$ cat src/rtl/defuse_flood_if.sv
// defuse_flood_if: click request, mine map and defused-bitmap bundle
interface defuse_flood_if #(parameter int MAX_DIM = 16, parameter int IDX_W = 5);
  logic [IDX_W-1:0] board_dim;
  logic start;
  logic [IDX_W-1:0] start_x;
  logic [IDX_W-1:0] start_y;
  logic clear;
  logic [MAX_DIM*MAX_DIM-1:0] mine_arr;
  logic [MAX_DIM*MAX_DIM-1:0] defuse_arr;
  logic busy;
  logic done;
  logic mine_hit;
  modport master (output board_dim, start, start_x, start_y, clear, mine_arr,
                  input defuse_arr, busy, done, mine_hit);
  modport slave (input board_dim, start, start_x, start_y, clear, mine_arr,
                 output defuse_arr, busy, done, mine_hit);
endinterface

$ cat src/rtl/defuse_flood.sv
// defuse_flood: stack-based 2D minesweeper flood reveal of the clicked field
module defuse_flood #(
  parameter int MAX_DIM = 16,
  parameter int IDX_W = 5,
  parameter int STACK_DEPTH = MAX_DIM * MAX_DIM
) (
  input logic clk,
  input logic rst,
  defuse_flood_if.slave bus
);
  localparam int N = MAX_DIM * MAX_DIM;
  localparam int AW = $clog2(N);
  localparam int DW = $clog2(STACK_DEPTH);
  localparam int SW = $clog2(STACK_DEPTH + 1);
  typedef enum logic [2:0] {IDLE, CHECK, POP, SCAN, DONE} state_t;
  state_t state_q, state_d;
  logic [IDX_W-1:0] sx_q, sx_d, sy_q, sy_d, cx_q, cx_d, cy_q, cy_d;
  logic [2:0] k_q, k_d;
  logic [SW-1:0] sp_q, sp_d;
  logic [N-1:0] def_q, def_d;
  logic hit_q, hit_d;
  logic [2*IDX_W-1:0] stk_q [STACK_DEPTH];
  logic push;
  logic [2*IDX_W-1:0] push_v;
  logic [IDX_W-1:0] tx, ty, x0, y0, c_x, c_y, s_x, s_y;
  logic c_ok, s_ok, s_new, in_rng;
  logic [3:0] cnt;
  logic [AW-1:0] sidx, nidx;
  function automatic logic [AW-1:0] idx_of(input logic [IDX_W-1:0] x, input logic [IDX_W-1:0] y);
    return AW'(int'(y) * MAX_DIM + int'(x));
  endfunction
  // neighbour k in raster order skipping the centre; {in_bounds, x, y}
  function automatic logic [2*IDX_W:0] nbr(input logic [IDX_W-1:0] x, input logic [IDX_W-1:0] y,
                                           input logic [IDX_W-1:0] dim, input logic [2:0] k);
    logic [3:0] p;
    logic [IDX_W:0] ex, ey;
    p = {1'b0, k} + {3'b0, k[2]};
    ex = {1'b0, x} + (IDX_W+1)'(p % 4'd3) - (IDX_W+1)'(1);
    ey = {1'b0, y} + (IDX_W+1)'(p / 4'd3) - (IDX_W+1)'(1);
    return {ex < {1'b0, dim} && ey < {1'b0, dim}, ex[IDX_W-1:0], ey[IDX_W-1:0]};
  endfunction
  always_comb begin
    {tx, ty} = stk_q[DW'(sp_q - SW'(1))];
    cnt = '0;
    for (int k = 0; k < 8; k++) begin
      {c_ok, c_x, c_y} = nbr(tx, ty, bus.board_dim, 3'(k));
      cnt = cnt + 4'(c_ok & bus.mine_arr[idx_of(c_x, c_y)]);
    end
  end
  always_comb begin
    state_d = state_q;
    sx_d = sx_q;
    sy_d = sy_q;
    cx_d = cx_q;
    cy_d = cy_q;
    k_d = k_q;
    sp_d = sp_q;
    def_d = def_q;
    hit_d = hit_q;
    x0 = sx_q - IDX_W'(1);
    y0 = sy_q - IDX_W'(1);
    sidx = idx_of(x0, y0);
    in_rng = sx_q != '0 && sy_q != '0 && sx_q <= bus.board_dim && sy_q <= bus.board_dim;
    {s_ok, s_x, s_y} = nbr(cx_q, cy_q, bus.board_dim, k_q);
    nidx = idx_of(s_x, s_y);
    s_new = s_ok & ~bus.mine_arr[nidx] & ~def_q[nidx];
    push = 1'b0;
    push_v = {s_x, s_y};
    case (state_q)
      IDLE: if (bus.start) begin
        state_d = CHECK;
        sx_d = bus.start_x;
        sy_d = bus.start_y;
        hit_d = 1'b0;
      end
      CHECK: if (!in_rng || def_q[sidx]) state_d = DONE;
      else if (bus.mine_arr[sidx]) begin
        hit_d = 1'b1;
        state_d = DONE;
      end else begin
        def_d[sidx] = 1'b1;
        push = 1'b1;
        push_v = {x0, y0};
        state_d = POP;
      end
      POP: if (sp_q == '0) state_d = DONE;
      else begin
        sp_d = sp_q - SW'(1);
        if (cnt == 4'd0) begin
          cx_d = tx;
          cy_d = ty;
          k_d = 3'd0;
          state_d = SCAN;
        end
      end
      SCAN: begin
        if (s_new) begin
          def_d[nidx] = 1'b1;
          push = 1'b1;
        end
        k_d = k_q + 3'd1;
        state_d = k_q == 3'd7 ? POP : SCAN;
      end
      default: state_d = IDLE;
    endcase
    if (push) sp_d = sp_q + SW'(1);
    if (bus.clear) begin
      state_d = IDLE;
      def_d = '0;
      sp_d = '0;
      hit_d = 1'b0;
    end
  end
  always_ff @(posedge clk)
    if (rst) begin
      state_q <= IDLE;
      sx_q <= '0;
      sy_q <= '0;
      cx_q <= '0;
      cy_q <= '0;
      k_q <= '0;
      sp_q <= '0;
      def_q <= '0;
      hit_q <= 1'b0;
    end else begin
      state_q <= state_d;
      sx_q <= sx_d;
      sy_q <= sy_d;
      cx_q <= cx_d;
      cy_q <= cy_d;
      k_q <= k_d;
      sp_q <= sp_d;
      def_q <= def_d;
      hit_q <= hit_d;
    end
  always_ff @(posedge clk)
    if (push) stk_q[DW'(sp_q)] <= push_v;
  assign bus.defuse_arr = def_q;
  assign bus.busy = state_q == CHECK || state_q == POP || state_q == SCAN;
  assign bus.done = state_q == DONE;
  assign bus.mine_hit = state_q == DONE && hit_q;
endmodule

$ cat src/flat_wrapper.sv
// flat-port wrapper written by rule: the top's interface ports become plain ports
module defuse_flood_flat 
#(
  parameter int MAX_DIM = 16,
  parameter int IDX_W = 5,
  parameter int STACK_DEPTH = MAX_DIM * MAX_DIM
)
  (clk, rst, bus_board_dim, bus_start, bus_start_x, bus_start_y, bus_clear, bus_mine_arr, bus_defuse_arr, bus_busy, bus_done, bus_mine_hit);
  defuse_flood_if #(.MAX_DIM(MAX_DIM), .IDX_W(IDX_W)) bus_i ();
  input logic clk;
  input logic rst;
  input wire logic [$bits(bus_i.board_dim)-1:0] bus_board_dim;
  input wire logic [$bits(bus_i.start)-1:0] bus_start;
  input wire logic [$bits(bus_i.start_x)-1:0] bus_start_x;
  input wire logic [$bits(bus_i.start_y)-1:0] bus_start_y;
  input wire logic [$bits(bus_i.clear)-1:0] bus_clear;
  input wire logic [$bits(bus_i.mine_arr)-1:0] bus_mine_arr;
  output wire logic [$bits(bus_i.defuse_arr)-1:0] bus_defuse_arr;
  output wire logic [$bits(bus_i.busy)-1:0] bus_busy;
  output wire logic [$bits(bus_i.done)-1:0] bus_done;
  output wire logic [$bits(bus_i.mine_hit)-1:0] bus_mine_hit;
  assign bus_i.board_dim = bus_board_dim;
  assign bus_i.start = bus_start;
  assign bus_i.start_x = bus_start_x;
  assign bus_i.start_y = bus_start_y;
  assign bus_i.clear = bus_clear;
  assign bus_i.mine_arr = bus_mine_arr;
  assign bus_defuse_arr = bus_i.defuse_arr;
  assign bus_busy = bus_i.busy;
  assign bus_done = bus_i.done;
  assign bus_mine_hit = bus_i.mine_hit;
  defuse_flood #(.MAX_DIM(MAX_DIM), .IDX_W(IDX_W), .STACK_DEPTH(STACK_DEPTH)) u_core (.clk(clk), .rst(rst), .bus(bus_i));
endmodule
$ cat config.mk
export PLATFORM = sky130hd
export DESIGN_NAME = defuse_flood_flat
export DESIGN_NICKNAME = d
export VERILOG_FILES = /design/src/rtl/defuse_flood_if.sv /design/src/rtl/defuse_flood.sv /design/src/flat_wrapper.sv
export SDC_FILE = /design/constraint.sdc
export NUM_CORES = 2
export LEC_CHECK = 0
export BUFFER_PORTS_ARGS = -buffer_cell sky130_fd_sc_hd__buf_4
export CELL_PAD_IN_SITES_DETAIL_PLACEMENT = 1
export CELL_PAD_IN_SITES_GLOBAL_PLACEMENT = 1
export CORE_MARGIN = 3
export CORE_UTILIZATION = 45
export DETAILED_ROUTE_END_ITERATION = 10
export PLACE_DENSITY = 0.74
export SYNTH_ARGS = -nofsm -noshare
export SYNTH_HDL_FRONTEND = slang
export SYNTH_SLANG_ARGS = --single-unit
$ cat constraint.sdc
create_clock -name clk -period 24 [get_ports clk]
set_input_delay 4.8 -clock clk [delete_from_list [all_inputs] [get_ports clk]]
set_output_delay 4.8 -clock clk [all_outputs]
set_load 0.02 [all_outputs]
==> run metrics <==
outcome finished, violations left; failing checks capacitance limit; Worst VDD drop between 60 and 70 uV; Synth Cell Area 128600 sq um; Setup Crit Path Kind reg2reg; drt first pass iters 6; Reg-to-Reg End u_core.cy_q[2]; Site Rows ~200; Layout area overhead 14.00%; layout cells sized above 1 28.05%; pins over their slew limit 0; Slew headroom under 10%; MaxCap Viol Count 1; Power Dens Cells about 73 nW/um^2; CP max stage cell ha_4; Die ar. about 290000 sq um; vias ~84000; Reg area between 80000 and 90000 sq um; warning count from the yosys run 0; period utilisation layout between 60% and 70%; Via-to-Cell Ratio 6.884; hold buffer count at cts 0; Hold Path Origin u_core.cx_q[3]; Setup TNS 0 ns; DR iter-0 viols roughly 12000; Worst R2R Path Depth 36; Synth Flop Type edfxtp_1; WP data arrival around 16 ns; Hold Path Cell Cnt 2; CP endpoint kind flip-flop; CORE AREA 283300 sq um; Hold Violations, Final 0; slowest stage delay, CP 0.83 ns; reg2reg setup slack 9.22 ns; drt total wl 495700 microns; Die Ht 540.6 microns; Multi-input gate area roughly 43000 sq um; CTS clk-pin slew, worst paths approximately 0.060 ns; PostCTS Resize Cnt 0; Util after Layout between 50% and 60%; Post-Syn Nets 8119; CTS tree yes; Clock Skew just over 0.07 ns; ys async rst share 0%; CTS max path bufs 4; post-DP HPWL 330400 microns; Chip Width between 500 and 600 microns; HP Class reg2reg; # setup viols final 0; IO buf count roughly 530; Avg Synthesized Cell Area approximately 17 sq um; grt ovf 0; EDFF count, synth 2560; RSZ-0062 raised after global routing no; Post-Syn Instances between 7000 and 8000; Fillers approximately 26000; H-tree depth 5; #FFs+latches synth ~2900; Clock Sinks 2852; antenna viol nets, final 0; P_leak 44.62 nW; Worst Path Max Fanout 145; M1 wire length ~170000 microns; Num CTS Buffers a little under 300; DRC 0; register area share after synthesis between 60 and 70%; Ports ~530; slew at the pin closest to its max-slew limit between 1 and 1.5 ns; achievable frequency between 60 and 70 MHz; routed wire length on met2 ~230000 microns; top routing layer in use met5; Worst-Skew Late Latency ~0.93 ns; postcts setup bufs 0; Root Driver clkbuf_16; All-Layer GR Usage between 30 and 40%; largest net degree at the start of global routing 257; Hold EP u_core.cx_q[3]; initial antenna violation count 37; WP data required approximately 25 ns; Layout Nets around 8600; WL/cell around 41 microns; Period minus WS final 14.78 ns; RR Startpoint u_core.sp_q[0]; Yosys cell types 90; CP startpoint kind flip-flop; GPL Wtd Cong 1.015; first-pass GRT wire length roughly 690000 microns; vias in the first global route 84240; met3 WL 49250 microns; Starting Density a little under half
## per-layer routing
layer | GRT usage [%] | vias up
li1 | - | 32530
met1 | 40.69 | 43720
met2 | 52.59 | 6034
met3 | 7.997 | 1627
met4 | 23.93 | 14
met5 | 0 | -
## sequential cells by signal, summed over array words and instances, names as in the netlist
| name | count |
|---|---|
| u_core.k_q | 3 |
| u_core.sy_q | 5 |
| u_core.sp_q | 9 |
| u_core.stk_q | 2560 |
| u_core.cy_q | 5 |
| u_core.bus.defuse_arr | 256 |
| u_core.sx_q | 5 |
| u_core.hit_q | 1 |
| u_core.cx_q | 5 |
| u_core.state_q | 3 |
## worst max-delay path, delay by kind of cell (launching register included)
family	cells	cell delay, ns
buf+inv	9	3.19
simple gates	7	2.72
compound gates	5	1.32
mux	8	2.90
fa+ha+maj	7	3.44
flops	1	0.78
## cells in the final DEF (no fill, tap or decap), types with 96 or more instances in the layout
cell       instances
edfxtp_1        2560
mux4_2          1091
buf_4            723
nor2_1           644
nand2_1          455
a21oi_1          336
clkbuf_16        299
dfxtp_1          290
o22ai_1          272
mux2i_1          189
nand3_1          181
o21ai_0          111
nor3_1           101
ha_1              96
## final cells by class
class	count	share of cell area, %
Inverter	98	0.2560
Clock inverter	180	1.332
Clock buffer	355	5.270
Tap cell	3743	3.194
Antenna cell	31	0.05291
Multi-Input combinational cell	4199	29.63
Sequential cell	2852	56.43
Timing Repair Buffer	734	3.836
## cells by family (layout without fill, tap and decap cells)
| logic type | count (synthesis) | in the layout | synth area share (%) |
|---|---|---|---|
| buf+inv | 686 | 1367 | 2.273 |
| other cells | 0 | 31 | 0 |
| compound gates | 1116 | 1116 | 5.609 |
| xor+xnor | 64 | 64 | 0.4680 |
| fa+ha+maj | 107 | 107 | 1.076 |
| mux | 1306 | 1306 | 20.80 |
| simple gates | 1606 | 1606 | 5.453 |
| flops | 2852 | 2852 | 64.32 |
## cells in the mapped netlist, drive strengths merged (6+ instances only)
| library cell | n | area (sq um) |
|---|---|---|
| a21oi | 339 | 1697 |
| and2 | 21 | 131.4 |
| clkbuf | 383 | 1440 |
| or2 | 11 | 68.82 |
| a22o | 8 | 70.07 |
| fa | 6 | 120.1 |
| nand2b | 17 | 106.4 |
| nor4b | 6 | 52.55 |
| o311ai | 60 | 525.5 |
| a221o | 12 | 120.1 |
| nor3b | 7 | 52.55 |
| buf | 205 | 1112 |
| a32oi | 22 | 192.7 |
| ha | 101 | 1264 |
| dfxtp | 292 | 5846 |
| a21o | 12 | 90.09 |
| o22ai | 275 | 1720 |
| xnor2 | 49 | 470.5 |
| nand4 | 24 | 150.1 |
| a2111oi | 6 | 52.55 |
| a221oi | 22 | 192.7 |
| and3 | 9 | 56.30 |
| nor4 | 22 | 165.2 |
| mux4 | 1091 | 24570 |
| inv | 98 | 370.4 |
| or3 | 53 | 331.6 |
| mux2i | 193 | 1932 |
| o21ai | 115 | 575.6 |
| mux2 | 22 | 247.7 |
| o221ai | 8 | 76.32 |
| nand2 | 458 | 1738 |
| o2111ai | 9 | 78.83 |
| edfxtp | 2560 | 76870 |
| nor2 | 647 | 2429 |
| o211ai | 9 | 67.56 |
| a22oi | 32 | 240.2 |
| o211a | 6 | 60.06 |
| nor3 | 105 | 530.5 |
| a311oi | 20 | 175.2 |
| a32o | 6 | 60.06 |
| nand3 | 196 | 986.0 |
| nor2b | 17 | 106.4 |
| xor2 | 15 | 131.4 |
| a211oi | 69 | 518.0 |
| a31oi | 32 | 200.2 |
## worst max path at each step
stage / start / endpoint / slack (ns) / depth (start not counted)
3_3_place_gp: u_core.sp_q[0] / u_core.cy_q[2] / 9.35 / 36
3_5_place_dp: u_core.sp_q[0] / u_core.cy_q[2] / 9.26 / 36
5_1_grt: u_core.sp_q[0] / u_core.cy_q[2] / 8.57 / 36
6_report: u_core.sp_q[0] / u_core.cy_q[2] / 9.22 / 36
4_1_cts: u_core.sp_q[0] / u_core.cy_q[2] / 9.17 / 36
2_1_floorplan: bus_mine_arr[90] / u_core.stk_q[0][3] / 5.17 / 10
## where the power goes
group	switching [mW]	internal (mW)	total, mW
Combinational	0.428	0.212	0.641
Sequential	0.00477	5.35	5.35
Clock	2.00	2.64	4.64
## through the flow
stage / cell area [sq um] / cells / worst slack (ns) / power, mW / hold WS, ns
3_5_place_dp: 136800 / 11630 / 9.256 / 6.073 / 0.4690
3_3_place_gp: 136800 / 11620 / 9.348 / 6.063 / 0.4918
5_1_grt: 146500 / 12170 / 8.570 / 10.89 / 0.5202
6_report: 146600 / 12190 / 9.222 / 10.64 / 0.4767
2_1_floorplan: 128600 / 7737 / 5.172 / 5.800 / 0.4476
4_1_cts: 146500 / 12160 / 9.165 / 10.65 / 0.4773
No activity file was read; power rests on OpenSTA's default activity.
